$ cat src/rtl/fifo_flag_ctrl.sv
// Controller for the FIFO overflow/underflow sticky-flag monitor: counts flag events,
// issues timed clear pulses to re-arm the monitor, then holds off before watching again.
module fifo_flag_ctrl #(
  parameter int CNT_W   = 16,
  parameter int CLR_W   = 2,
  parameter int HOLDOFF = 4
) (
  input  logic             clk,
  input  logic             reset,
  input  logic             enable,
  input  logic             auto_clear,
  input  logic             host_clear,
  input  logic             wr_overflow,
  input  logic             rd_underflow,
  output logic             wr_clear,
  output logic             rd_clear,
  output logic [CNT_W-1:0] ovf_count,
  output logic [CNT_W-1:0] unf_count,
  output logic             ovf_seen,
  output logic             unf_seen,
  output logic             busy
);

  localparam int CLR_CW = (CLR_W > 1) ? $clog2(CLR_W) : 1;
  localparam int HLD_CW = (HOLDOFF > 1) ? $clog2(HOLDOFF) : 1;
  localparam logic [CNT_W-1:0]  CNT_MAX  = '1;
  localparam logic [CLR_CW-1:0] CLR_LAST = CLR_CW'(CLR_W - 1);
  localparam logic [HLD_CW-1:0] HLD_LAST = HLD_CW'(HOLDOFF - 1);

  typedef enum logic [1:0] {IDLE, CLEAR, HOLD} state_t;

  state_t            state, state_next;
  logic [CLR_CW-1:0] clr_cnt, clr_cnt_next;
  logic [HLD_CW-1:0] hold_cnt, hold_cnt_next;
  logic [1:0]        mask, mask_next;
  logic              armed_ovf, armed_ovf_next;
  logic              armed_unf, armed_unf_next;
  logic              wr_clear_next, rd_clear_next;
  logic [CNT_W-1:0]  ovf_count_next, unf_count_next;
  logic              ovf_seen_next, unf_seen_next;
  logic              ev_o, ev_u;

  always_ff @(posedge clk or posedge reset) begin
    if (reset) begin
      state     <= IDLE;
      clr_cnt   <= '0;
      hold_cnt  <= '0;
      mask      <= 2'b00;
      armed_ovf <= 1'b1;
      armed_unf <= 1'b1;
      wr_clear  <= 1'b0;
      rd_clear  <= 1'b0;
      ovf_count <= '0;
      unf_count <= '0;
      ovf_seen  <= 1'b0;
      unf_seen  <= 1'b0;
    end else begin
      state     <= state_next;
      clr_cnt   <= clr_cnt_next;
      hold_cnt  <= hold_cnt_next;
      mask      <= mask_next;
      armed_ovf <= armed_ovf_next;
      armed_unf <= armed_unf_next;
      wr_clear  <= wr_clear_next;
      rd_clear  <= rd_clear_next;
      ovf_count <= ovf_count_next;
      unf_count <= unf_count_next;
      ovf_seen  <= ovf_seen_next;
      unf_seen  <= unf_seen_next;
    end
  end

  // host_clear overrides everything, including an event arriving on the same edge.
  always_comb begin
    state_next     = state;
    clr_cnt_next   = clr_cnt;
    hold_cnt_next  = hold_cnt;
    mask_next      = mask;
    armed_ovf_next = armed_ovf;
    armed_unf_next = armed_unf;
    wr_clear_next  = wr_clear;
    rd_clear_next  = rd_clear;
    ovf_count_next = ovf_count;
    unf_count_next = unf_count;
    ovf_seen_next  = ovf_seen;
    unf_seen_next  = unf_seen;
    ev_o           = wr_overflow & armed_ovf;
    ev_u           = rd_underflow & armed_unf;

    if (host_clear) begin
      ovf_count_next = '0;
      unf_count_next = '0;
      ovf_seen_next  = 1'b0;
      unf_seen_next  = 1'b0;
      mask_next      = 2'b11;
      wr_clear_next  = 1'b1;
      rd_clear_next  = 1'b1;
      clr_cnt_next   = '0;
      state_next     = CLEAR;
    end else begin
      case (state)
        IDLE: begin
          if (enable) begin
            if (ev_o) begin
              if (ovf_count != CNT_MAX) ovf_count_next = ovf_count + 1'b1;
              ovf_seen_next  = 1'b1;
              armed_ovf_next = 1'b0;
            end
            if (ev_u) begin
              if (unf_count != CNT_MAX) unf_count_next = unf_count + 1'b1;
              unf_seen_next  = 1'b1;
              armed_unf_next = 1'b0;
            end
            if (auto_clear && (ev_o || ev_u)) begin
              mask_next     = {ev_u, ev_o};
              wr_clear_next = ev_o;
              rd_clear_next = ev_u;
              clr_cnt_next  = '0;
              state_next    = CLEAR;
            end
          end
        end
        CLEAR: begin
          if (clr_cnt == CLR_LAST) begin
            wr_clear_next = 1'b0;
            rd_clear_next = 1'b0;
            hold_cnt_next = '0;
            state_next    = HOLD;
          end else begin
            clr_cnt_next = clr_cnt + 1'b1;
          end
        end
        HOLD: begin
          // Only the sides that were cleared get re-armed.
          if (hold_cnt == HLD_LAST) begin
            if (mask[0]) armed_ovf_next = 1'b1;
            if (mask[1]) armed_unf_next = 1'b1;
            mask_next  = 2'b00;
            state_next = IDLE;
          end else begin
            hold_cnt_next = hold_cnt + 1'b1;
          end
        end
        default: state_next = IDLE;
      endcase
    end
  end

  assign busy = (state != IDLE);

endmodule

$ cat config.mk
export PLATFORM = sky130hd
export DESIGN_NAME = fifo_flag_ctrl
export DESIGN_NICKNAME = d
export VERILOG_FILES = /design/src/rtl/fifo_flag_ctrl.sv
export SDC_FILE = /design/constraint.sdc
export NUM_CORES = 1
export LEC_CHECK = 0
export CAP_MARGIN = 20
export CORE_ASPECT_RATIO = 0.7
export CORE_MARGIN = 2
export CORE_UTILIZATION = 50
export DETAILED_ROUTE_END_ITERATION = 8
export DONT_BUFFER_PORTS = 1
export PLACE_DENSITY = 0.69
export SLEW_MARGIN = 0
export SYNTH_ARGS = -nofsm -noshare
export SYNTH_HDL_FRONTEND = slang
export SYNTH_SLANG_ARGS = --single-unit
$ cat constraint.sdc
create_clock -name clk -period 6.3 [get_ports clk]
set_input_delay 1.26 -clock clk [delete_from_list [all_inputs] [get_ports clk]]
set_output_delay 1.26 -clock clk [all_outputs]
set_load 0.005 [all_outputs]
## After elaboration in Yosys (flattened, before gate mapping)

Cells that the tools add are included.

| cells by class | value |
|---|---|
| $add $sub $neg | 4 |
| equality and inequality tests | 17 |
| mux-type cells | 55 |
| bitwise operators | 3 |
| reductions and logical operators | 25 |

Operator list:

| cell | number |
|---|---|
| 16-bit 2-to-1 mux | 10 |
| 16-bit by 1-bit adder with 16-bit output, second input constant | 2 |
| 16-bit != test, second input constant | 2 |
| 1-bit 2-to-1 mux | 27 |
| 4-bit AND reduction | 6 |
| 2-bit 2-to-1 mux | 10 |
| 2-bit nonzero test | 9 |
| 2-bit != test, second input constant | 8 |
| 3-bit != test, second input constant | 4 |
| 6-bit AND reduction | 2 |
| 1-bit one-hot mux with 2 select lines | 5 |
| 3-bit AND reduction | 3 |
| 2-bit one-hot mux with 2 select lines | 2 |
| 2-bit one-hot mux with 3 select lines | 1 |
| 3-bit nonzero test | 2 |
| 2-bit equality test, second input constant | 2 |
| 2-bit by 1-bit adder with 2-bit output, second input constant | 1 |
| 1-bit bitwise AND | 2 |
| 2-bit by 1-bit equality test with 1-bit output, second input constant | 1 |
| 2-bit zero test | 1 |
| 1-bit adder, second input constant | 1 |
| 1-bit logical AND | 1 |
| 1-bit logical OR | 1 |
| 1-bit NOT | 1 |

| word-level totals | value |
|---|---|
| register bits after elaboration | 45 |
| input port bits | 7 |
| output and inout bits | 37 |
| word-level logic and storage cells | 116 |

## Logic depth before layout (Yosys ltp)

Gate-level depths: netlist (run 1).

| logic depth | value |
|---|---|
| word-level depth | 7 |
| depth in mapped cells | 7 |
| mapped depth without buffers | 5 |

## Worst setup path after synthesis (run 1)

No wires, ideal clock.

| timing path | value |
|---|---|
| path kind | input-to-reg |
| from | input port enable |
| to | register ovf_count[9] |
| library setup time | 0.082 ns |
| arrival | 2.854 ns |
| required time | 6.218 ns |
| path slack | 3.364 ns |
| cell stages on the path | 6 |
| buffers on the path | 2 |
| cell sequence | or3b_1 -> buf_2 -> or4_1 -> buf_2 -> or3_1 -> a31oi_1 |

| on the way | value |
|---|---|
| longest elaborated chain between the ends | 2 |

Ends and longest elaborated chain:

| element | RTL line | source |
|---|---|---|
| from (decl) | 10 | `input logic enable,` |
| 2-bit nonzero test (no source line) | -- |  |
| 4-bit AND reduction (no source line) | -- |  |
| to (signal assigned) | 66 | `ovf_count <= ovf_count_next;` |
| to (decl) | 17 | `output logic [CNT_W-1:0] ovf_count,` |

No other way between the ends.
A chain may end at the register's enable or synchronous reset.

## Worst setup path in the final report (run 1)

| timing path | value |
|---|---|
| from | input port enable |
| to | register ovf_count[11] |

The elaborated chain is that of the path after synthesis.

==> results of run 1 <==
Yosys cell counts:
master,number
a211o_1,1
a211oi_1,3
a21oi_1,17
a22oi_1,1
a31oi_1,10
a41o_1,1
a41oi_1,2
and2_1,1
and3_1,5
and4_1,4
and4b_1,1
buf_1,1
buf_2,2
buf_6,1
clkbuf_1,5
dfrtp_1,43
dfstp_2,2
ha_1,3
inv_1,7
mux2_2,3
mux2i_1,1
nand2_1,22
nand2b_1,1
nand3_1,16
nand4_1,10
nor2_1,19
nor2b_1,4
nor3_1,13
nor3b_1,1
nor4_1,7
nor4b_1,2
o2111a_1,1
o211ai_1,2
o21ai_0,18
o22a_1,1
o31a_1,2
o31ai_1,2
or3_1,7
or3b_1,1
or4_1,3
xnor2_1,11
xor2_1,2
state kept, by name, summed over array words and instances (netlist names):
name and flops:
mask 2, ovf_count 16, rd_clear 1, state 2, unf_seen 1, hold_cnt 2
armed_unf 1, ovf_seen 1, armed_ovf 1, clr_cnt 1, wr_clear 1, unf_count 16
area by class of cell:
type	instances	area, µm²	share of cell area (%)
clock buffer	7	86.3	3.45
clock inverter	1	7.51	0.300
inverter	7	26.3	1.05
multi-input combinational	198	1190	47.4
sequential	45	1130	45.1
tap	55	68.8	2.75
through the flow:
stage                     hold slack [ns]  total power [µW]
after global placement              0.497               328
after CTS                           0.532               516
after floorplan                     0.478               328
after detailed placement            0.507               329
final                               0.533               514
after global routing                0.545               535
critical path, delay by kind of cell:
kind / cells / cell delay [ns]
AO/OA/AOI/OAI: 1 / 0.16
AND/OR/NAND/NOR: 3 / 1.73
layer usage:
metal,vias to the layer above,global-route usage [%]
met5,-,0
met1,988,30.7
met2,71,32.3
li1,968,-
met4,0,6.70
met3,2,8.32
power by group:
group | internal, µW | leakage (µW) | switching [µW]
Sequential | 293 | 0.000597 | 6.28
Combinational | 7.11 | 0.000301 | 16.8
Clock | 89.4 | 0.0000445 | 101
logic make-up after synthesis:
logic type | after synthesis | synth area share (%)
fa+ha+maj | 3 | 1.57
buf+inv | 16 | 2.94
xor+xnor | 13 | 4.77
flops | 45 | 47.3
simple gates | 117 | 26.0
compound gates | 61 | 15.6
mux | 4 | 1.84
worst min-delay path by stage:
stage                  endpoint  slack (ns)  cells after the start
global placement    hold_cnt[1]        0.50                      2
floorplan           hold_cnt[1]        0.48                      2
global route        hold_cnt[1]        0.55                      2
CTS                 hold_cnt[1]        0.53                      2
finish              hold_cnt[1]        0.53                      2
detailed placement  hold_cnt[1]        0.51                      2
==> flow_summary.toml, run 1 <==
[outcome]
status = "finished clean"

[cells_and_area]
layout_commonest_cell = "dfrtp_1"
fin_util_pct = 56.2
antennaDiodeCount = 0
final_cell_mix = "dfrtp_1, nand2_1, nor2_1"
area_growth_pct = 4.98
fin_cells = 313
drive_above_1_share_pct = 5.04
fillers = 407
fin_nets = 267
fin_area_um2 = 2500

[route]
antenna_left = 0
top_layer = "met4"
via_count = 2029
drc = 0
drt_iter0_markers = 76
drt-pass1-iter-count = 4
dr_wl_met3_um = 401
totalWireLength_um = 5630
avgViaCountPerCell = 6.48
wl_met2_um = 2420
wl_per_cell_um = 18.0
m1WireLength_um = 2790

[placement]
dp.final_hpwl_um = 3820
gp_congestion = 0.817
placedCellCount = 305
io_buffers = 0
place_area_um2 = 2410
pre_cts_ws_ns = 3.07

[global_routing]
grt_first_pass_wirelength_um = 9080
grt_pass1_vias = 1866
grt_overflow = 0
antenna_found_initial = 0
grt_start_max_net_pins = 46
grt_usage_pct = 22.0

[critical_path]
crit_path_start = "enable"
path_class = "in2reg"
required_ns = 6.53
crit_fanout = 17
r2r_cells = 4
regToRegSetupSlack_ns = 3.75
reg2reg_from = "state[1]"
r2r-end = "ovf_count[11]"
cp_cell_sequence = "or3b_1, or4_1, or3_1, a31oi_1"
cp-end-kind = "flip-flop"
max_stage_delay_ns = 0.75
arrival_ns = 3.15
cp_slowest_cell = "or4_1"
setup.worst_path.end = "ovf_count[11]"
start_kind = "input port"

[die]
start_util_pct = 53.5
ios = 44
design.die.area_um2 = 5350
core_area_um2 = 4450
fp.dieW_um = 86.5
rows = 20
fp.dieH_um = 61.8

[synth]
netlist_instances = 259
ys_seq_elements = 45
yosysTopAreaCell = "dfrtp_1"
synth.avg_cell_area_um2 = 9.21
ys_warn_count = 0
yosysUniqueCellTypes = 42
seq_area_frac_synth_pct = 47.3
synthesis.area_um2 = 2380
syn-num-nets = 269
netlist.area_leader.share_pct = 45.1
netlist_top_cells_area = "dfrtp_1, xnor2_1, o21ai_0"

[sta]
setup_tns_ns = 0
period_share_pct = 46.4
setup_ws_ns = 3.37
layout_min_cycle_time_ns = 2.93
finalMaxSlewViolations = 0
hold_violations = 0
rsz0062_at_grt = "false"
worstMarginPinSlew_ns = 0.894
setup_viol = 0
slew_headroom_pct = 40.3
skew_ns = 0.0115
clock.fmax_mhz = 342

[flow_run]
max-cap-violations = 0

[clock_tree]
cts_tree = "done"
clkTransAtPathRegs_ns = 0.09
clock-sinks = 45
postCtsHoldBufs = 0
cts_made_buffers = 5
clk-insertion-delay-late_ns = 0.30
postCtsResizedCells = 0
postCtsSetupBuffers = 0
cts_root_buf = "clkbuf_8"
h-tree-depth = 2
clockBufferDepth = 2

[worst_hold_path]
hold_path_class = "reg2reg"
hold_start = "hold_cnt[1]"

[pwr]
p_leak_uw = 0.000943
irDropWorstVdd_mv = 0.147
pwr_density_cell_nw_per_um2 = 205
No activity file was read; power rests on OpenSTA's default activity.
==> run 2: changes to the inputs <==
==> constraint.sdc (replaced) <==
create_clock -name clk -period 2.8 [get_ports clk]
set_input_delay 0.56 -clock clk [delete_from_list [all_inputs] [get_ports clk]]
set_output_delay 0.56 -clock clk [all_outputs]
set_load 0.005 [all_outputs]
==> run 2 against run 1 <==
  * Die area stayed put
  * Sequential share of layout area is 0.91 points lower
  * Count of clock-buffer cells in the layout down 2
  * Sequential cell count did not move
  * Non-clock buffer count grew 4
  * Register-to-register slack got worse by 3.2 ns
  * Combinational power grew 140%
  * Sequential power rose by 130%
  * Critical path depth stayed put
  * Cell count up 1.3%
  * Design area grew 2.0%
==> flow_summary.toml, run 2 (synthesis results as in run 1) <==
[route]
drt-pass1-iter-count = 4
antenna_left = 0
drt_iter0_markers = 118
via_count = 1989
avgViaCountPerCell = 6.27
drc = 0
wl_per_cell_um = 17.2
totalWireLength_um = 5460

[pwr]
p_leak_uw = 0.000973
combPwrFrac_pct = 4.7
pwr_density_cell_nw_per_um2 = 483
irDropWorstVdd_mv = 0.243
pwr-share-seq_pct = 54.5
power.switching_uw = 289
internal_power_uw = 945
power.total_uw = 1230
clkPwrFrac_pct = 40.8
p_sw_share_pct = 23.4

[die]
design.die.area_um2 = 5350
fp.dieW_um = 86.5
rows = 20
core_area_um2 = 4450
ios = 44
fp.dieH_um = 61.8
start_util_pct = 53.5

[cells_and_area]
fin_area_um2 = 2550
layout_commonest_cell = "dfrtp_1"
register_area_um2 = 1130
reg_top3 = "ovf_count (16), unf_count (16)"
final_cell_mix = "dfrtp_1, nand2_1, nor2_1"
drive_above_1_share_pct = 6.87
antennaDiodeCount = 0
fin_cells = 317
fin_util_pct = 57.4
fin_nets = 271
fillers = 397
area_growth_pct = 7.14
multi_input_area_um2 = 1190

[global_routing]
grt_overflow = 0
antenna_found_initial = 0
grt_start_max_net_pins = 46
grt_first_pass_wirelength_um = 9250
grt_pass1_vias = 1840
grt_usage_pct = 22.5

[sta]
hold_violations = 0
layout_min_cycle_time_ns = 2.29
slew_headroom_pct = 37.1
setup_tns_ns = 0
clock.fmax_mhz = 437
period_share_pct = 81.6
finalMaxSlewViolations = 0
worstMarginPinSlew_ns = 0.943
rsz0062_at_grt = "false"
setup_viol = 0
skew_ns = 0.0116

[clock_tree]
postCtsResizedCells = 0
clockBufferDepth = 2
clkTransAtPathRegs_ns = 0.10
postCtsSetupBuffers = 0
h-tree-depth = 2
clk-insertion-delay-late_ns = 0.31
cts_tree = "done"
postCtsHoldBufs = 0
clock-sinks = 45
cts_made_buffers = 5
cts_root_buf = "clkbuf_8"

[critical_path]
cp_top_family = "simple AND/OR/NAND/NOR gates"
max_stage_delay_ns = 0.67
crit_fanout = 11
crit_buf_inv = 0
start_kind = "flip-flop"
cp-end-kind = "flip-flop"
path_class = "reg2reg"
required_ns = 3.04
arrival_ns = 2.52
cp_cell_sequence = "or3b_1, or4_1, or3_1, a31oi_1"
cp_slowest_cell = "or4_1"

[placement]
dp.final_hpwl_um = 3860
gp_congestion = 0.821
io_buffers = 0
place_area_um2 = 2440
placedCellCount = 309

[flow_run]
max-cap-violations = 0

[worst_hold_path]
hold_path_class = "in2reg"

[outcome]
status = "finished clean"
[run 2: cell types whose count changed in the layout (fill, tap and decap cells not counted), sizes merged]
cell / change
buf: +4
clkbuf: -2
bufinv: +1
clkinv: +1
[run 2: per-layer routing]
layer	wire, µm	up-vias	share of wire, %	track usage (%)
li1	-	981	-	-
met1	2740	951	50	32.1
met2	2290	51	42	33.2
met3	381	6	7.0	7.40
met4	47	0	0.86	6.70
met5	0	-	0	0
[run 2: path summary, 6_finish.rpt]
path,to,depth (start not counted),startpoint,slack [ns]
max in group asynchronous,unf_count[3],1,reset,1.87
setup / recovery,ovf_count[11],4,state[1],0.51
hold reg to reg,mask[1],2,mask[1],0.54
hold / removal,unf_count[0],1,host_clear,0.31
setup reg to reg,ovf_count[11],4,state[1],0.51
min in group asynchronous,unf_count[14],1,reset,0.33
[run 2: metrics by stage]
step           hold WS (ns)  worst slack, ns
2_1_floorplan         0.478            0.564
3_3_place_gp          0.494            0.531
3_5_place_dp          0.514            0.504
4_1_cts               0.292            0.519
5_1_grt               0.283            0.368
6_report              0.312            0.514
[run 2: power by group through the flow]
stage / clock network [µW] / registers [µW] / logic [µW]
floorplan: 0 / 678 / 59.4
global placement: 0 / 685 / 58.2
detailed placement: 0 / 685 / 58.5
CTS: 514 / 672 / 58.5
global route: 542 / 674 / 67.0
finish: 503 / 673 / 57.7
[run 2: area by class of cell]
type	count	share of cell area, %
tap	55	2.69
multi-input combinational	198	46.4
clock inverter	3	1.81
clock buffer	5	2.69
sequential	45	44.2
timing repair buffer	4	1.18
inverter	7	1.03
==> RTL change 1 (settings of run 2) <==
Register the inputs `enable`, `auto_clear`, `host_clear`, `wr_overflow` and `rd_underflow` before use, with the module's reset. The logic sees them one clock later.
--- a/src/rtl/fifo_flag_ctrl.sv
+++ b/src/rtl/fifo_flag_ctrl.sv
@@ -30,2 +30,24 @@
   typedef enum logic [1:0] {IDLE, CLEAR, HOLD} state_t;
+
+  logic enable_q;
+  logic auto_clear_q;
+  logic host_clear_q;
+  logic wr_overflow_q;
+  logic rd_underflow_q;
+
+  always_ff @(posedge clk or posedge reset) begin
+    if (reset) begin
+      enable_q       <= '0;
+      auto_clear_q   <= '0;
+      host_clear_q   <= '0;
+      wr_overflow_q  <= '0;
+      rd_underflow_q <= '0;
+    end else begin
+      enable_q       <= enable;
+      auto_clear_q   <= auto_clear;
+      host_clear_q   <= host_clear;
+      wr_overflow_q  <= wr_overflow;
+      rd_underflow_q <= rd_underflow;
+    end
+  end
 
@@ -86,6 +108,6 @@
     unf_seen_next  = unf_seen;
-    ev_o           = wr_overflow & armed_ovf;
-    ev_u           = rd_underflow & armed_unf;
+    ev_o           = wr_overflow_q & armed_ovf;
+    ev_u           = rd_underflow_q & armed_unf;
 
-    if (host_clear) begin
+    if (host_clear_q) begin
       ovf_count_next = '0;
@@ -102,3 +124,3 @@
         IDLE: begin
-          if (enable) begin
+          if (enable_q) begin
             if (ev_o) begin
@@ -113,3 +135,3 @@
             end
-            if (auto_clear && (ev_o || ev_u)) begin
+            if (auto_clear_q && (ev_o || ev_u)) begin
               mask_next     = {ev_u, ev_o};
Formal check against the unedited RTL: not equivalent (Yosys sat finds a counterexample within 4 cycles, from zero or initial values and one cycle with reset high).
==> RTL change 1 against run 2 <==
  * Area after synthesis rose by 4.1%
  * Critical path type unchanged
  * Largest power group unchanged
  * Design area is 2.8% higher
  * Power fell by 2.1%
  * Wire length up 0.88%
  * Sequential cell count is 5 higher
  * Global-route usage fell by 1.1 points
  * Worst setup slack worse by 0.038 ns
  * Hold slack got worse by 0.029 ns
  * Count of clock-buffer cells in the layout increased by 1
==> RTL change 1: results (changes against run 2) <==
Place
  • IO Port Bufs: 0 (unchanged)
  • DP Area: 2544 µm² (+4.3%)
  • Inst Count DP: 315 (+1.9%)
  • GP Congestion: 0.8726 (+6.3%)
  • HPWL Detailed: 3951 µm (+2.3%)
  • Place WS: 0.5150 ns (+0.01131 ns)

CTS
  • Worst-skew pair later-pin latency: 0.30 ns
  • CTS max path bufs: 2 (unchanged)
  • CTS root buf: clkbuf_8
  • Reg clk slew, reported paths: 0.09 ns
  • Total setup buffers inserted after CTS: 0 (unchanged)
  • Htree depth: 2 (unchanged)
  • Post-CTS Resized: 0 (unchanged)

Route
  • Drt wl/cell: 17.04 µm (-0.99%)
  • Vias per inst: 5.879 (-6.3%)
  • First-pass iteration count of the detailed router: 5 (+1)
  • Iter 0 DRT Violations: 108 (-8.5%)
  • Via Count: 1,899 (-4.5%)

Global route
  • Global-route wire length before repair: 9280 µm (+0.37%)
  • Vias in the first global route: 1,802 (-2.1%)
  • Initial antenna violation count: 0 (unchanged)
  • Largest net degree at the start of global routing: 51 (+11%)
  • GRT Util Overall: 21.48% (-1.1 points)

STA
  • Max-slew headroom: 55.20% (+18 points)
  • Clock Skew: 0.007403 ns (-0.004206 ns)

Logic synthesis
  • Synthesized Nets: 263 (-2.2%)
  • Sequential-to-total area share from yosys stat: 50.48% (+3.2 points)
  • Primary FF master, synth: dfrtp_1
  • Largest cells by area after synthesis: dfrtp_1, xor2_1, o21ai_0, nand3_1, nand2_1
  • Yosys cell types: 43 (+2.4%)
  • Async SR Flop Fraction: 100.0% (unchanged)
  • Commonest cells in the netlist: dfrtp_1, o21ai_0, nand2_1, nor2_1, xor2_1
  • Syn_area_per_cell: 9.817 µm² (+6.6%)
  • Synth Warn #: 0 (unchanged)

Status
  • Status: complete, no violations

Cells and area
  • Multi-input logic area: 1151 µm² (-3.0%)
  • Biggest regs: ovf_count x16, unf_count x16
  • Layout filler cell count: 441 (+11%)
  • Diodes inserted: 0 (unchanged)
  • Layout cells sized above 1: 8.661% (+1.8 points)

Pwr
  • Peak supply drop: 262.6 µV (+8.0%)
  • Leakage: 1.097 nW (+13%)

Critical path
  • CP arrival: 2.49 ns (-0.03 ns)
  • Crit-path max FO: 15 (+4)
[RTL change 1: cell count changes in the layout (fill, tap and decap cells not counted), sizes merged, moves of 4 or more]
cell	change
a31oi	-7
xor2	+15
or3	-4
dfrtp	+5
xnor2	-4
nor4	-5
a21oi	-10
o21ai	+12
nor2b	-4
nand2	-4
[RTL change 1: power by group]
group	switching (mW)	internal (mW)	leakage, nW	total (mW)
combinational	0.0404	0.0190	0.397	0.0594
sequential	0.0160	0.734	0.656	0.750
clock	0.225	0.174	0.0450	0.399
total	0.282	0.926	1.10	1.21
[RTL change 1: path summary, 6_finish.rpt]
check                            endpoint    startpoint  cells past startpoint  slack [ns]
setup / recovery             unf_count[1]  unf_count[0]                      6        0.48
hold / removal             rd_underflow_q  rd_underflow                      0        0.28
setup reg to reg             unf_count[1]  unf_count[0]                      6        0.48
hold reg to reg                   mask[1]       mask[1]                      2        0.52
max in group asynchronous        state[0]         reset                      2        2.09
min in group asynchronous   unf_count[14]         reset                      2        0.29
[RTL change 1: layout make-up]
cell class	instances	share of cell area (%)
Multi-Input combinational cell	186	43.83
Clock inverter	2	0.3811
Sequential cell	50	47.74
Tap cell	69	3.287
Clock buffer	6	2.763
Timing Repair Buffer	4	1.143
Inverter	6	0.8576
[RTL change 1: cell families (layout without fill, tap and decap cells)]
group                    Yosys count  in the layout  share of synthesized area, %
flip-flops                        50             50                         50.48
multiplexers                       3              3                         1.209
XOR/XNOR                          24             24                         8.463
AND/OR/NAND/NOR                  104            104                         23.02
adder cells (fa/ha/maj)            3              3                         1.511
buffers and inverters             17             18                         3.174
AO/OA/AOI/OAI                     52             52                         12.14
[RTL change 1: critical path, stage by stage, from the launching register on]
cell	delay [ns]
dfrtp_1	0.47
ha_1	0.26
nand4_2	0.14
or3_4	0.43
or4b_4	0.59
a31oi_1	0.21
o22ai_1	0.10
[RTL change 1: routing by layer]
| layer | GRT usage (%) | up-vias | routed length, µm |
|---|---|---|---|
| li1 | - | 906 | - |
| met1 | 34.51 | 928 | 2727 |
| met2 | 28.10 | 63 | 2340 |
| met3 | 6.473 | 2 | 419 |
| met4 | 4.924 | 0 | 14 |
| met5 | 0 | - | 0 |
==> RTL change 2 (config.mk and constraints of run 2) <==
Made on the original files. `CLR_W`: 2 -> 4.
--- a/src/rtl/fifo_flag_ctrl.sv
+++ b/src/rtl/fifo_flag_ctrl.sv
@@ -4,3 +4,3 @@
   parameter int CNT_W   = 16,
-  parameter int CLR_W   = 2,
+  parameter int CLR_W   = 4,
   parameter int HOLDOFF = 4
Check against the original RTL: not equivalent (a bounded check fails within 4 cycles, from zero or initial values and one cycle with reset high).
==> RTL change 2 against run 2 <==
  * Core utilization is 2.0 points lower
  * Worst setup slack better by 0.22 ns
  * Area after synthesis is 5.6% higher
  * Sequential cell count is 1 higher
  * Design area is 4.2% higher
  * Wire length is 4.8% lower
  * Non-clock buffer count is 2 lower
Power is not compared: it rests on default switching activity, and its combinational part moved more than twofold at a synthesized area within 25%.
==> RTL change 2: results (changes against run 2) <==
CTS
  • Post-CTS Resized: 0 (unchanged)
  • Worst-skew pair later-pin latency: 0.29 ns (-0.02 ns)
  • Reg clk slew, reported paths: 0.08 ns (-0.02 ns)

Hold path
  • Worst hold path class: input pin to flop

STA
  • Minimum clock period: 2.068 ns (-0.2180 ns)
  • Measured slew at the worst slew-check pin: 0.4772 ns (-0.4653 ns)
  • Clock Skew: 0.009783 ns (-0.001826 ns)

Critical path
  • Crit-path max FO: 14 (+3)

Logic synthesis
  • Sequential-to-total area share from yosys stat: 45.83% (-1.5 points)
  • Synthesized Nets: 269 (unchanged)
  • Largest cells by area after synthesis: dfrtp_1, xor2_1, o21ai_2, xnor2_1, nand2_1
  • Commonest cells in the netlist: dfrtp_1, nand2_1, nor2_1, o21ai_0, xor2_1
  • Synth Warn #: 0 (unchanged)
  • Compound-Gate Fraction of Synth Area: 16.25% (+0.67 points)
  • Adder-cell share of the synthesized area: 1.988% (+0.41 points)
  • Mux cell area share after synthesis: 0.4473% (-1.4 points)
  • Synth Area in XOR/XNOR: 8.350% (+3.6 points)
  • Yosys cell types: 53 (+26%)

Place
  • GP Congestion: 0.7931 (-3.4%)
  • HPWL Detailed: 3598 µm (-6.9%)

Route
  • Iter 0 DRT Violations: 89 (-25%)
  • Via Count: 1,824 (-8.3%)
  • Routed WL: 5193 µm (-4.8%)
  • First-pass iteration count of the detailed router: 6 (+2)

Cells and area
  • Layout cells sized above 1: 11.63% (+4.8 points)
  • Final net count: 268 (-1.1%)
  • Layout filler cell count: 435 (+9.6%)

Global route
  • Vias in the first global route: 1,714 (-6.8%)
  • Global-route wire length before repair: 8756 µm (-5.3%)
  • GRT Util Overall: 19.85% (-2.7 points)
  • Largest net degree at the start of global routing: 49 (+6.5%)

Status
  • Status: complete, no violations
## RTL change 2: cell count changes after synthesis, moves of 6 or more
cell	run 2	this run
a21oi_1	17	7
or3_1	7	1
xor2_1	2	13
nand3_1	16	7
o21ai_2	0	11
a31oi_1	10	2
## RTL change 2: logic make-up after synthesis
| group | Yosys count |
|---|---|
| compound gates | 59 |
| fa+ha+maj | 4 |
| xor+xnor | 24 |
| simple gates | 104 |
| buf+inv | 20 |
| flops | 46 |
| mux | 1 |
## RTL change 2: layout make-up
cell class	instances	area share, %
Timing Repair Buffer	2	1.128
Inverter	10	1.410
Tap cell	69	3.244
Multi-Input combinational cell	192	47.44
Clock buffer	7	3.244
Sequential cell	46	43.35
Clock inverter	1	0.1881
## RTL change 2: critical path, cell delays in order (launching register included)
cell     delay (ns)
dfrtp_1        0.52
or3b_1         0.60
nor4_4         0.46
nand4_1        0.16
xor2_1         0.18
o21ai_2        0.06
## RTL change 2: final timing paths
kind / slack [ns] / from / end / cells after the start
worst min register to register: 0.51 / hold_cnt[1] / hold_cnt[1] / 2
worst max register to register: 0.73 / state[1] / ovf_count[14] / 5
worst min-delay path: 0.33 / host_clear / unf_count[14] / 1
worst max-delay path: 0.73 / state[1] / ovf_count[14] / 5
max in group asynchronous: 1.75 / reset / armed_unf / 3
min in group asynchronous: 0.58 / reset / unf_count[11] / 2
## RTL change 2: stage by stage
| step | hold slack, ns | cells | utilization [%] | setup WS, ns | instance area [µm²] |
|---|---|---|---|---|---|
| 4_1_cts | 0.3158 | 325 | 54.72 | 0.7262 | 2631 |
| 5_1_grt | 0.3103 | 327 | 55.35 | 0.5257 | 2661 |
| 3_5_place_dp | 0.5106 | 317 | 52.82 | 0.7459 | 2540 |
| 3_3_place_gp | 0.4885 | 317 | 52.82 | 0.7867 | 2540 |
| 6_report | 0.3310 | 327 | 55.35 | 0.7321 | 2661 |
| 2_1_floorplan | 0.4676 | 258 | - | 0.8975 | 2517 |
## RTL change 2: routing by layer
metal / GRT usage, % / share of wire [%] / up-vias
met4: 3.409 / 0.42 / 0
met2: 29.20 / 43 / 29
li1: - / - / 923
met1: 29.08 / 52 / 870
met5: 0 / 0 / -
met3: 6.291 / 4.5 / 2
## RTL change 2: power groups by stage
stage                     clock network, mW  logic [mW]  registers, mW
final                                 0.414       0.192          0.757
after global routing                  0.466       0.221          0.765
after CTS                             0.432       0.191          0.757
after detailed placement                  0       0.191          0.769
after global placement                    0       0.186          0.767
after floorplan                           0       0.181          0.749
